<file path="src/rtl/multi_cycle_ctr.sv">
// rtl/multi_cycle_ctr.sv - multi-cycle MIPS main control FSM with bounded memory-ready wait
module multi_cycle_ctr #(
   parameter int MEM_WAIT_EN = 1,
   parameter int WAIT_LIMIT  = 255
) (
   input  logic       clk,
   input  logic       reset,
   input  logic [5:0] OpCode,
   input  logic       memReady,
   output logic       pcWrite,
   output logic       pcWriteCond,
   output logic       branchNe,
   output logic [1:0] pcSource,
   output logic       iorD,
   output logic       memRead,
   output logic       memWrite,
   output logic       irWrite,
   output logic       regDst,
   output logic       memToReg,
   output logic       regWrite,
   output logic       aluSrcA,
   output logic [1:0] aluSrcB,
   output logic [2:0] aluOp,
   output logic       instrDone,
   output logic       illegalOp,
   output logic       memTimeout,
   output logic [3:0] state
);

   localparam int CW = $clog2(WAIT_LIMIT + 1);

   localparam logic [5:0] OP_RTYPE = 6'b000000;
   localparam logic [5:0] OP_LW    = 6'b100011;
   localparam logic [5:0] OP_SW    = 6'b101011;
   localparam logic [5:0] OP_BEQ   = 6'b000100;
   localparam logic [5:0] OP_BNE   = 6'b000101;
   localparam logic [5:0] OP_J     = 6'b000010;
   localparam logic [5:0] OP_ADDI  = 6'b001000;
   localparam logic [5:0] OP_ANDI  = 6'b001100;
   localparam logic [5:0] OP_ORI   = 6'b001101;

   typedef enum logic [3:0] {
      S_IDLE      = 4'd0,
      S_FETCH     = 4'd1,
      S_DECODE    = 4'd2,
      S_MEM_ADDR  = 4'd3,
      S_MEM_READ  = 4'd4,
      S_MEM_WB    = 4'd5,
      S_MEM_WRITE = 4'd6,
      S_R_EXEC    = 4'd7,
      S_R_WB      = 4'd8,
      S_BRANCH    = 4'd9,
      S_JUMP      = 4'd10,
      S_IMM_EXEC  = 4'd11,
      S_IMM_WB    = 4'd12,
      S_HALT      = 4'd13
   } state_t;

   state_t          r_state;
   state_t          w_next;
   logic [CW-1:0]   r_wait_cnt;
   logic            r_timeout;
   logic            w_ready;
   logic            w_mem_state;
   logic            w_waiting;
   logic            w_expire;

   // With waiting disabled the memory is treated as always ready.
   assign w_ready     = (MEM_WAIT_EN != 0) ? memReady : 1'b1;
   assign w_mem_state = (r_state == S_FETCH) || (r_state == S_MEM_READ) || (r_state == S_MEM_WRITE);
   assign w_waiting   = w_mem_state && !w_ready;
   assign w_expire    = w_waiting && (r_wait_cnt == CW'(WAIT_LIMIT - 1));

   assign memTimeout = r_timeout;
   assign state      = r_state;

   always_ff @(posedge clk) begin
      if (reset) begin
         r_state    <= S_IDLE;
         r_wait_cnt <= '0;
         r_timeout  <= 1'b0;
      end else begin
         r_state    <= w_next;
         r_wait_cnt <= w_waiting ? r_wait_cnt + 1'b1 : '0;
         if (w_expire) begin
            r_timeout <= 1'b1;
         end
      end
   end

   always_comb begin
      w_next      = S_IDLE;
      pcWrite     = 1'b0;
      pcWriteCond = 1'b0;
      branchNe    = 1'b0;
      pcSource    = 2'b00;
      iorD        = 1'b0;
      memRead     = 1'b0;
      memWrite    = 1'b0;
      irWrite     = 1'b0;
      regDst      = 1'b0;
      memToReg    = 1'b0;
      regWrite    = 1'b0;
      aluSrcA     = 1'b0;
      aluSrcB     = 2'b00;
      aluOp       = 3'b000;
      instrDone   = 1'b0;
      illegalOp   = 1'b0;
      case (r_state)
         S_IDLE: w_next = S_FETCH;
         S_FETCH: begin
            memRead = 1'b1;
            aluSrcB = 2'b01;
            irWrite = w_ready;
            pcWrite = w_ready;
            w_next  = w_expire ? S_HALT : (w_ready ? S_DECODE : S_FETCH);
         end
         S_DECODE: begin
            aluSrcB = 2'b11;
            case (OpCode)
               OP_RTYPE:               w_next = S_R_EXEC;
               OP_LW, OP_SW:           w_next = S_MEM_ADDR;
               OP_BEQ, OP_BNE:         w_next = S_BRANCH;
               OP_J:                   w_next = S_JUMP;
               OP_ADDI, OP_ANDI, OP_ORI: w_next = S_IMM_EXEC;
               default: begin
                  illegalOp = 1'b1;
                  instrDone = 1'b1;
                  w_next    = S_FETCH;
               end
            endcase
         end
         S_MEM_ADDR: begin
            aluSrcA = 1'b1;
            aluSrcB = 2'b10;
            w_next  = (OpCode == OP_SW) ? S_MEM_WRITE : S_MEM_READ;
         end
         S_MEM_READ: begin
            memRead = 1'b1;
            iorD    = 1'b1;
            w_next  = w_expire ? S_HALT : (w_ready ? S_MEM_WB : S_MEM_READ);
         end
         S_MEM_WB: begin
            memToReg  = 1'b1;
            regWrite  = 1'b1;
            instrDone = 1'b1;
            w_next    = S_FETCH;
         end
         S_MEM_WRITE: begin
            memWrite  = 1'b1;
            iorD      = 1'b1;
            instrDone = w_ready;
            w_next    = w_expire ? S_HALT : (w_ready ? S_FETCH : S_MEM_WRITE);
         end
         S_R_EXEC: begin
            aluSrcA = 1'b1;
            aluOp   = 3'b010;
            w_next  = S_R_WB;
         end
         S_R_WB: begin
            regDst    = 1'b1;
            regWrite  = 1'b1;
            instrDone = 1'b1;
            w_next    = S_FETCH;
         end
         S_BRANCH: begin
            aluSrcA     = 1'b1;
            aluOp       = 3'b001;
            pcWriteCond = 1'b1;
            pcSource    = 2'b01;
            branchNe    = (OpCode == OP_BNE);
            instrDone   = 1'b1;
            w_next      = S_FETCH;
         end
         S_JUMP: begin
            pcWrite   = 1'b1;
            pcSource  = 2'b10;
            instrDone = 1'b1;
            w_next    = S_FETCH;
         end
         S_IMM_EXEC: begin
            aluSrcA = 1'b1;
            aluSrcB = 2'b10;
            case (OpCode)
               OP_ANDI: aluOp = 3'b011;
               OP_ORI:  aluOp = 3'b100;
               default: aluOp = 3'b000;
            endcase
            w_next = S_IMM_WB;
         end
         S_IMM_WB: begin
            regWrite  = 1'b1;
            instrDone = 1'b1;
            w_next    = S_FETCH;
         end
         S_HALT:  w_next = S_HALT;
         default: w_next = S_IDLE;
      endcase
   end

endmodule

</file>
<file path="config.mk">
export PLATFORM = sky130hd
export DESIGN_NAME = multi_cycle_ctr
export DESIGN_NICKNAME = d
export VERILOG_FILES = /design/src/rtl/multi_cycle_ctr.sv
export SDC_FILE = /design/constraint.sdc
export NUM_CORES = 1
export LEC_CHECK = 0
export CORE_MARGIN = 2
export CORE_UTILIZATION = 48
export CTS_BUF_LIST = sky130_fd_sc_hd__clkbuf_8
export CTS_CLUSTER_DIAMETER = 60
export CTS_CLUSTER_SIZE = 28
export DETAILED_ROUTE_END_ITERATION = 7
export PLACE_DENSITY = 0.82
export RECOVER_POWER = 25
export SLEW_MARGIN = 20
export SYNTH_ARGS = -nofsm -noshare
export SYNTH_HDL_FRONTEND = slang
export SYNTH_SLANG_ARGS = --single-unit
</file>
<file path="constraint.sdc">
create_clock -name clk -period 1.9 [get_ports clk]
set_clock_uncertainty 0.2 [all_clocks]
set_input_delay 0.38 -clock clk [delete_from_list [all_inputs] [get_ports clk]]
set_output_delay 0.38 -clock clk [all_outputs]
set_load 0.1 [all_outputs]
</file>
==> flow_summary.json, run 1 <==
{
  "synth_edf_count": 0,
  "status": "stopped before the end",
  "stop_error": "[ERROR DPL-0038] Utilization greater than 100%, impossible to legalize",
  "synth_area_um2": 1110,
  "htree_levels": 1,
  "cts_made_buffers": 3,
  "die_h_um": 52.2,
  "io-pin-count": 34,
  "gp_congestion": 0.872,
  "holdBufCountCts": 0,
  "start_util": 0.504,
  "synth-main-ff-cell": "dfxtp_1",
  "cts_sinks": 13,
  "post-cts-setup-buffer-count": 24,
  "dieWidth_um": 52.2,
  "cts.path.max_buffers": 2,
  "ys_warn_count": 0,
  "io_buffers": 33,
  "yosysSeqAreaShare": 0.233,
  "synth-seq-cells": 13,
  "syn_area_per_cell_um2": 7.85,
  "post_cts_resized": 61,
  "placed_cells": 218,
  "cts_root_buffer": "clkbuf_8",
  "lastStage": "4_1_cts",
  "dp_hpwl_um": 3540,
  "syn_inst": 142,
  "rows": 17,
  "yosysUniqueCellTypes": 44,
  "async_flop_share": 0,
  "synth_nets": 153
}
==> synthesized netlist by cell type, types with 4 or more instances <==
cell type | instances | area share
nor2_1 | 17 | 0.057
dfxtp_1 | 13 | 0.23
nand3_1 | 9 | 0.040
nand2b_1 | 8 | 0.045
nor2_2 | 7 | 0.039
nor3_1 | 6 | 0.027
buf_6 | 5 | 0.051
inv_1 | 5 | 0.017
xor2_1 | 5 | 0.039
a21oi_1 | 4 | 0.018
a31oi_1 | 4 | 0.022
buf_2 | 4 | 0.018
==> per-stage QoR <==
| stage | hold WS, ns | TNS, ns | worst slack (ns) | instance area, µm² |
|---|---|---|---|---|
| 2_1_floorplan | 0.253 | -5.50 | -0.763 | 1400 |
| 3_3_place_gp | 0.269 | -3.88 | -0.607 | 2090 |
| 3_5_place_dp | 0.296 | -5.58 | -0.639 | 2090 |
==> cells by family after synthesis <==
kind of cell               Yosys count  share of synthesized area
AOI/OAI and AO/OA                   32                      0.212
xor gates and xnor gates             7                     0.0550
adders and majority gates            2                     0.0224
buffers and inverters               17                      0.105
DFF                                 13                      0.233
and+or+nand+nor                     71                      0.371
==> run 2, diff against run 1 <==
==> config.mk (replaced) <==
export PLATFORM = sky130hd
export DESIGN_NAME = multi_cycle_ctr
export DESIGN_NICKNAME = d
export VERILOG_FILES = /design/src/rtl/multi_cycle_ctr.sv
export SDC_FILE = /design/constraint.sdc
export NUM_CORES = 1
export LEC_CHECK = 0
export CORE_AREA = 2 2 63 65
export DETAILED_ROUTE_END_ITERATION = 7
export DIE_AREA = 0 0 65 67
export PLACE_DENSITY_LB_ADDON = 0.15
export RECOVER_POWER = 25
export SLEW_MARGIN = 20
export SYNTH_ARGS = -nofsm -noshare
export SYNTH_HDL_FRONTEND = slang
export SYNTH_SLANG_ARGS = --single-unit
==> run 2 against run 1 <==
Net effect: the flow now finishes, with violations (negative setup slack); synthesized cell count unchanged; area after synthesis is the same.
==> flow_summary.json, run 2 <==
{
  "status": "finished with violations",
  "violations": "negative setup slack",
  "area_growth_pct": 122,
  "yosys.area_share.xor_xnor": 0.0550,
  "start_util": 0.309,
  "die_h_um": 67,
  "design.core.area_um2": 3610,
  "holdBufCountCts": 0,
  "antenna_found_initial": 0,
  "clock_latency_ns": 0.24,
  "antennaDiodeCount": 0,
  "hp-class": "in -> reg",
  "p_int_mw": 0.656,
  "wire_per_inst_um": 13.5,
  "final_util": 0.687,
  "setup_viol_count_final": 13,
  "dieWidth_um": 65,
  "async_flop_share": 0,
  "slowest_delay_ns": 0.37,
  "startpoint": "state[3]",
  "synth-main-ff-cell": "dfxtp_1",
  "syn_inst": 142,
  "synth-simple-area-share": 0.371,
  "synth_compound_area_frac": 0.212,
  "cp_cell_sequence": "nor2_4 > nand3_4 > a221oi_4 > buf_4 > buf_12",
  "r2r_cells": 8,
  "synth_top_family_by_area": "simple AND/OR/NAND/NOR gates",
  "antenna_left": 0,
  "p_per_area_nw_per_um2": 427,
  "placed_cells": 243,
  "reg2reg_to": "r_wait_cnt[5]",
  "die-area_um2": 4360,
  "instances_no_fill": 268,
  "maxCapViolCount": 0,
  "p_sw_frac": 0.380,
  "synth.top_cells.by_count": "17 x nor2_1, 13 x dfxtp_1, 9 x nand3_1",
  "power_frac_comb": 0.502,
  "crit_type": "reg -> out",
  "rsz0062_at_grt": "true",
  "gp_congestion": 0.819,
  "io-pin-count": 34,
  "p_seq_frac": 0.274,
  "crit_path_start_kind": "flop",
  "synthMuxAreaShare": 0,
  "synth_area_um2": 1110,
  "synth_edf_count": 0,
  "fill_cells": 261,
  "largest_reg_flops": 8,
  "timing.rr.start": "state[0]",
  "min_period_over_period": 1.06,
  "leakage_nw": 0.977,
  "drtIter0Drc": 16,
  "ys_warn_count": 0,
  "layout_commonest_cell": "buf_4",
  "grt_pass1_vias": 1353,
  "yosysUniqueCellTypes": 44,
  "gr-usage-all-layers": 0.182,
  "fin_nets": 232,
  "synth_largest_area_cell": "dfxtp_1",
  "yosysSeqAreaShare": 0.233,
  "cts_sinks": 13,
  "layout_setup_ws_ns": -0.113,
  "seqCellArea_um2": 275,
  "multi_input_area_um2": 1070,
  "overflow": 0,
  "netSwitchingPower_mw": 0.402,
  "synthAdderAreaFrac": 0.0224,
  "r2r_slack_ns": 0.12,
  "synthTopCellsByArea": "dfxtp_1 23%, nor2_1 5.7%, buf_6 5.1%",
  "worstMarginPinSlew_ns": 0.540,
  "cp-end-kind": "output pin",
  "htree_levels": 1,
  "synth-seq-cells": 13,
  "firstDrtPassIters": 2,
  "synth_top_cell_area_share": 0.233,
  "dp_hpwl_um": 2730,
  "post-route-min-period_ns": 2.01,
  "p_clk_frac": 0.225,
  "cp.required_ns": 1.32,
  "clkTransAtPathRegs_ns": 0.05,
  "cp.arrival_ns": 1.43,
  "dp_slack_ns": -0.623,
  "layout_common_cells": "40 x buf_4, 25 x buf_12, 11 x buf_6, 10 x nor2_4, 9 x dfxtp_1",
  "synth_nets": 153,
  "cts.path.max_buffers": 2,
  "setup.worst_path.end": "illegalOp",
  "fmax_mhz": 497,
  "cts_tree": "yes",
  "viasPerCell": 5.00,
  "vias": 1339,
  "grt_max_degree": 12,
  "drive_gt1_frac": 0.664,
  "drcViolationCount": 0,
  "grt_pass1_wl_um": 6210,
  "routed_wl_um": 3620,
  "hold_viol_final": 0,
  "cts_root_buffer": "clkbuf_8",
  "critPathMaxFanout": 6,
  "cts_made_buffers": 3,
  "io_buffers": 33,
  "regMostFlops": "r_wait_cnt",
  "rows": 22,
  "ir_drop_mv": 0.371,
  "maxSlewHeadroom": 0.641,
  "synth_most_common_cell": "nor2_1",
  "final-max-slew-violation-count": 0,
  "syn_area_per_cell_um2": 7.85,
  "worst_path_max_delay_cell": "dfxtp_4"
}
[run 2: logic make-up after synthesis]
| group | after synthesis |
|---|---|
| xor gates and xnor gates | 7 |
| and+or+nand+nor | 71 |
| AOI/OAI and AO/OA | 32 |
| buffers and inverters | 17 |
| adders and majority gates | 2 |
| DFF | 13 |
[run 2: how the worst min path moves through the flow]
stage,startpoint,end,cells past startpoint
6_report,OpCode[4],state[1],3
5_1_grt,OpCode[4],state[1],3
2_1_floorplan,r_wait_cnt[0],r_wait_cnt[0],1
3_3_place_gp,r_wait_cnt[0],r_wait_cnt[0],1
3_5_place_dp,r_wait_cnt[0],r_wait_cnt[0],1
4_1_cts,OpCode[4],state[1],3
[run 2: metal layers]
metal / GRT usage / up-vias / share of wire
li1: - / 666 / -
met1: 0.201 / 644 / 0.40
met2: 0.358 / 23 / 0.56
met3: 0.0169 / 6 / 0.025
met4: 0.0612 / 0 / 0.017
met5: 0 / - / 0
[run 2: stage by stage]
| step | hold slack [ns] | TNS, ns | instance area [µm²] | total power, mW |
|---|---|---|---|---|
| final | 0.258 | -0.786 | 2480 | 1.06 |
| after global routing | 0.269 | -1.73 | 2480 | 1.11 |
| after detailed placement | 0.279 | -4.36 | 2150 | 0.755 |
| after CTS | 0.254 | -0.855 | 2410 | 1.05 |
| after floorplan | 0.253 | -5.50 | 1400 | 0.587 |
| after global placement | 0.273 | -4.27 | 2150 | 0.750 |
[run 2: worst max-delay path, delay by kind of cell, from the launching register on]
kind	cells	cell delay [ns]
AO/OA/AOI/OAI	1	0.22
buffers and inverters	2	0.33
flip-flops	1	0.37
AND/OR/NAND/NOR	2	0.25
[run 2: final cells by class]
type / count / area share
Inverter: 5 / 0.00910
Clock buffer: 4 / 0.0182
Sequential cell: 13 / 0.111
Multi-Input combinational cell: 112 / 0.431
Timing Repair Buffer: 86 / 0.406
Tap cell: 48 / 0.0243
[run 2: timing repair]
item / 4_1_cts / 5_1_grt
setup endpoints to repair: 18 / 19
gates cloned: 0 / 0
pin swaps: 13 / 9
buffers inserted: 16 / 5
resized for setup: 53 / 11
[run 2: power by group through the flow]
stage,registers [mW],logic (mW),clock network [mW]
2_1_floorplan,0.318,0.269,0
3_3_place_gp,0.302,0.448,0
3_5_place_dp,0.302,0.453,0
4_1_cts,0.289,0.511,0.245
5_1_grt,0.291,0.556,0.267
6_report,0.290,0.531,0.238
Note: power is estimated with default switching activity, not from simulation.
==> run 3, diff against run 2 <==
==> constraint.sdc (replaced) <==
create_clock -name clk -period 2.48 [get_ports clk]
set_clock_uncertainty 0.2 [all_clocks]
set_input_delay 0.496 -clock clk [delete_from_list [all_inputs] [get_ports clk]]
set_output_delay 0.496 -clock clk [all_outputs]
set_load 0.1 [all_outputs]
==> run 3 against run 2 <==
Net effect: the run now ends clean; worst setup slack better by 0.17 ns; routed wire length decreased by 15%; sequential power down 19%; sequential cell count is the same; combinational power is 44% lower.
==> flow_summary.json, run 3 (synthesis gave the netlist of run 2 again) <==
{
  "status": "complete, no violations",
  "holdBufCountCts": 0,
  "die-area_um2": 4360,
  "rsz0062_at_grt": "true",
  "crit_path_start_kind": "primary input",
  "p_per_area_nw_per_um2": 373,
  "layout_commonest_cell": "buf_12",
  "wire_per_inst_um": 13.6,
  "vias": 1158,
  "maxSlewHeadroom": 0.224,
  "drive_gt1_frac": 0.486,
  "antenna_found_initial": 0,
  "clkTransAtPathRegs_ns": 0.05,
  "largest_reg_flops": 8,
  "cp.arrival_ns": 1.73,
  "multi_input_area_um2": 947,
  "rows": 22,
  "dp_hpwl_um": 2450,
  "placed_cells": 222,
  "fmax_mhz": 413,
  "routed_wl_um": 3080,
  "fill_cells": 314,
  "drtIter0Drc": 19,
  "crit_buf_inv": 2,
  "instances_no_fill": 227,
  "start_util": 0.309,
  "overflow": 0,
  "cp_top_family": "buffers and inverters",
  "critPathMaxFanout": 3,
  "leakage_nw": 0.715,
  "cts_sinks": 13,
  "min_period_over_period": 0.977,
  "worstMarginPinSlew_ns": 1.17,
  "viasPerCell": 5.10,
  "dieWidth_um": 65,
  "crit_type": "in -> out",
  "post-route-min-period_ns": 2.42,
  "cts.path.max_buffers": 2,
  "cp-end-kind": "output pin",
  "design_area_um2": 1930,
  "cts_tree": "yes",
  "gp_congestion": 0.828,
  "setup_viol_count_final": 0,
  "htree_levels": 1,
  "final-max-slew-violation-count": 0,
  "grt_max_degree": 25,
  "die_h_um": 67,
  "worst_path_max_delay_cell": "dlygate4sd3_1",
  "design.core.area_um2": 3610,
  "seqCellArea_um2": 275,
  "layout_common_cells": "20 x buf_12, 12 x nor2_2, 11 x buf_4, 9 x dfxtp_1, 8 x nor2_1",
  "cp.required_ns": 1.78,
  "grt_pass1_vias": 1153,
  "antennaDiodeCount": 0,
  "cp_cell_sequence": "dlygate4sd3_1 > nand3_1 > a21oi_1 > a211o_4 > buf_12",
  "area_growth_pct": 73.5,
  "gr-usage-all-layers": 0.154,
  "io-pin-count": 34,
  "firstDrtPassIters": 4,
  "hold_viol_final": 0,
  "drcViolationCount": 0,
  "fin_nets": 191,
  "cts_root_buffer": "clkbuf_8",
  "hp-class": "reg -> reg",
  "cts_made_buffers": 3,
  "regMostFlops": "r_wait_cnt",
  "grt_pass1_wl_um": 5260,
  "io_buffers": 33,
  "ir_drop_mv": 0.373,
  "postPlaceCellArea_um2": 1880,
  "clock_latency_ns": 0.24,
  "maxCapViolCount": 0,
  "antenna_left": 0,
  "slowest_delay_ns": 0.59
}
==> run 3: cell types whose count changed in the layout (fill, tap and decap cells not counted), sizes merged <==
cell / delta
buf: -50
clkbuf: +5
dlygate4sd2: +2
clkdlybuf4s15: +1
dlygate4sd3: +1
==> run 3: final cells by class <==
class                      instances  share of cell area
timing repair buffer              45               0.302
multi-input combinational        112               0.490
clock buffer                       4              0.0233
inverter                           5              0.0116
tap                               48              0.0310
sequential                        13               0.142
==> run 3: power breakdown <==
part / total [mW] / switching (mW) / internal, mW / leakage [nW]
registers: 0.234 / 0.0230 / 0.211 / 0.108
clock network: 0.189 / 0.0757 / 0.113 / 0.0228
logic: 0.298 / 0.190 / 0.109 / 0.584
total: 0.722 / 0.288 / 0.434 / 0.715
==> run 3: what timing repair did <==
action / in CTS / in global routing
setup endpoints to repair: 6 / 5
resized for setup: 10 / 6
cloned: 0 / 0
setup buffers: 0 / 1
pin swaps: 2 / 3
==> run 3: final timing paths <==
check                           startpoint             to  slack (ns)  depth (start not counted)
worst max-delay path              memReady      instrDone        0.06                          5
worst min-delay path            memTimeout     memTimeout        0.27                          1
worst max register to register    state[1]  r_wait_cnt[6]        0.75                          4
worst min register to register  memTimeout     memTimeout        0.27                          1
==> run 3: worst register-to-register path: stages, from the launching register on <==
cell	delay (ns)
dfxtp_4	0.54
nor3b_1	0.10
o21ai_0	0.26
nand2b_1	0.43
nor2_2	0.08
==> run 3: per-stage QoR <==
| step | setup TNS [ns] | util | hold slack (ns) | power, mW | worst slack (ns) |
|---|---|---|---|---|---|
| after global routing | -0.0314 | 0.536 | 0.317 | 0.756 | -0.0179 |
| after CTS | 0 | 0.539 | 0.276 | 0.729 | 0.00306 |
| final | 0 | 0.536 | 0.269 | 0.722 | 0.0570 |
| after detailed placement | -1.05 | 0.522 | 0.264 | 0.540 | -0.270 |
| after floorplan | -0.641 | - | 0.253 | 0.444 | -0.299 |
| after global placement | -1.03 | 0.522 | 0.257 | 0.536 | -0.288 |
==> run 3: layer usage <==
metal / vias up / track usage / part of all wire
met5: - / 0 / 0
met2: 32 / 0.291 / 0.52
li1: 578 / - / -
met1: 541 / 0.177 / 0.42
met4: 0 / 0.0638 / 0.018
met3: 7 / 0.0135 / 0.041
==> run 4, diff against run 3 <==
--- a/config.mk
+++ b/config.mk
@@ -8,6 +8,7 @@
 export CORE_AREA = 2 2 63 65
 export DETAILED_ROUTE_END_ITERATION = 7
 export DIE_AREA = 0 0 65 67
+export GPL_TIMING_DRIVEN = 0
 export PLACE_DENSITY_LB_ADDON = 0.15
 export RECOVER_POWER = 25
 export SLEW_MARGIN = 20
==> run 4 against run 3 <==
Net effect: die area unchanged; largest power group unchanged; worst hold slack got worse by 0.00052 ns; highest routed layer unchanged; critical path type unchanged; clock power decreased by 5%; register-to-register slack improved by 0.15 ns; worst setup slack got worse by 0.028 ns.
==> flow_summary.json, run 4 (synthesis gave the netlist of run 2 again) <==
{
  "status": "complete, no violations",
  "grt_pass1_vias": 1084,
  "min_period_over_period": 0.988,
  "gp_congestion": 0.805,
  "regMostFlops": "r_wait_cnt",
  "vias": 1166,
  "reg2reg_to": "state[1]",
  "startpoint": "OpCode[5]",
  "cts_sinks": 13,
  "cp.required_ns": 1.78,
  "start_util": 0.309,
  "r2r_slack_ns": 0.90,
  "cp-end-kind": "output pin",
  "cts_made_buffers": 3,
  "critPathMaxFanout": 6,
  "cts.path.max_buffers": 2,
  "timing.rr.start": "state[0]",
  "r2r_cells": 5,
  "fin_hold_ws_ns": 0.269,
  "layout_common_cells": "13 x buf_6, 12 x nor2_2, 9 x dfxtp_1, 8 x nor2_1, 8 x clkdlybuf4s15_2",
  "firstDrtPassIters": 4,
  "p_clk_frac": 0.264,
  "drtIter0Drc": 41,
  "die-area_um2": 4360,
  "design.core.area_um2": 3610,
  "cts_root_buffer": "clkbuf_8",
  "routed_wl_um": 3030,
  "p_int_mw": 0.408,
  "fin_nets": 191,
  "netSwitchingPower_mw": 0.273,
  "drcViolationCount": 0,
  "dieWidth_um": 65,
  "drive_gt1_frac": 0.497,
  "die_h_um": 67,
  "grt_max_degree": 11,
  "crit_type": "in -> out",
  "clock_latency_ns": 0.23,
  "final-max-slew-violation-count": 0,
  "cts_tree": "yes",
  "hold_viol_final": 0,
  "final_util": 0.493,
  "setup_viol_count_final": 0,
  "p_per_area_nw_per_um2": 383,
  "largest_reg_flops": 8,
  "hp-start": "memTimeout",
  "maxCapViolCount": 0,
  "gr-usage-all-layers": 0.148,
  "io_buffers": 31,
  "cp.arrival_ns": 1.76,
  "p_sw_frac": 0.401,
  "rsz0062_at_grt": "true",
  "min_delay_path_depth": 1,
  "hold_end": "memTimeout",
  "maxSlewHeadroom": 0.356,
  "layout_commonest_cell": "buf_6",
  "io-pin-count": 34,
  "area_growth_pct": 59.5,
  "overflow": 0,
  "clkTransAtPathRegs_ns": 0.05,
  "antennaDiodeCount": 0,
  "rows": 22,
  "post-route-min-period_ns": 2.45,
  "ir_drop_mv": 0.306,
  "antenna_left": 0,
  "worstMarginPinSlew_ns": 0.963,
  "hp-class": "reg -> reg",
  "fmax_mhz": 408,
  "htree_levels": 1,
  "wire_per_inst_um": 13.3,
  "antenna_found_initial": 0,
  "dp_hpwl_um": 2370,
  "leakage_nw": 0.669,
  "crit_path_start_kind": "primary input",
  "viasPerCell": 5.14,
  "grt_pass1_wl_um": 5080,
  "power_frac_comb": 0.417,
  "p_seq_frac": 0.318
}
[run 4: worst max-delay path: stages]
cell	delay, ns
clkdlybuf4s15_2	0.26
nor3_4	0.27
buf_6	0.15
a221oi_4	0.07
a211o_4	0.33
buf_6	0.18
[run 4: area by class of cell]
type / count / area (µm²)
inverters: 5 / 22.5
multi-input cells: 112 / 937
flip-flops and latches: 13 / 275
plain buffers: 12 / 125
repair buffers: 33 / 313
well taps: 48 / 60.1
fillers: 353 / 1830
clock buffers: 4 / 45.0
[run 4: power by group through the flow]
| stage | Combinational, mW | Clock, mW | Sequential (mW) |
|---|---|---|---|
| global route | 0.299 | 0.200 | 0.217 |
| global placement | 0.285 | 0 | 0.221 |
| CTS | 0.284 | 0.187 | 0.217 |
| floorplan | 0.201 | 0 | 0.243 |
| finish | 0.284 | 0.180 | 0.217 |
| detailed placement | 0.288 | 0 | 0.221 |
[run 4: worst max-delay path by stage]
stage           endpoint  slack (ns)  cells past startpoint
3_5_place_dp   instrDone       -1.27                      6
2_1_floorplan  instrDone       -0.30                      5
6_report       instrDone        0.03                      6
3_3_place_gp   instrDone       -1.23                      6
5_1_grt        instrDone       -0.01                      6
4_1_cts        instrDone       -0.10                      6
[run 4: stage by stage]
stage / worst slack [ns] / power, mW / std cells / cell area [µm²] / TNS [ns]
2_1_floorplan: -0.299 / 0.444 / 142 / 1350 / -0.641
3_5_place_dp: -1.27 / 0.509 / 221 / 1720 / -12.15
6_report: 0.0288 / 0.681 / 227 / 1780 / 0
3_3_place_gp: -1.23 / 0.506 / 221 / 1720 / -11.92
4_1_cts: -0.101 / 0.688 / 226 / 1770 / -0.101
5_1_grt: -0.0129 / 0.717 / 227 / 1780 / -0.0129
[run 4: layer usage]
metal | track usage | vias up | part of all wire
met2 | 0.273 | 29 | 0.52
met5 | 0 | - | 0
met3 | 0.0203 | 2 | 0.053
li1 | - | 586 | -
met4 | 0.0319 | 0 | 0.0033
met1 | 0.181 | 549 | 0.42
[run 4: what timing repair did]
action / CTS / global route
hold endpoints to repair: 0 / 0
resized for setup: 111 / 13
cloned: 0 / 0
pin swaps: 2 / 2
endpoints found under the setup margin: 21 / 10
buffers inserted: 1 / 1
hold buffers: 0 / 0
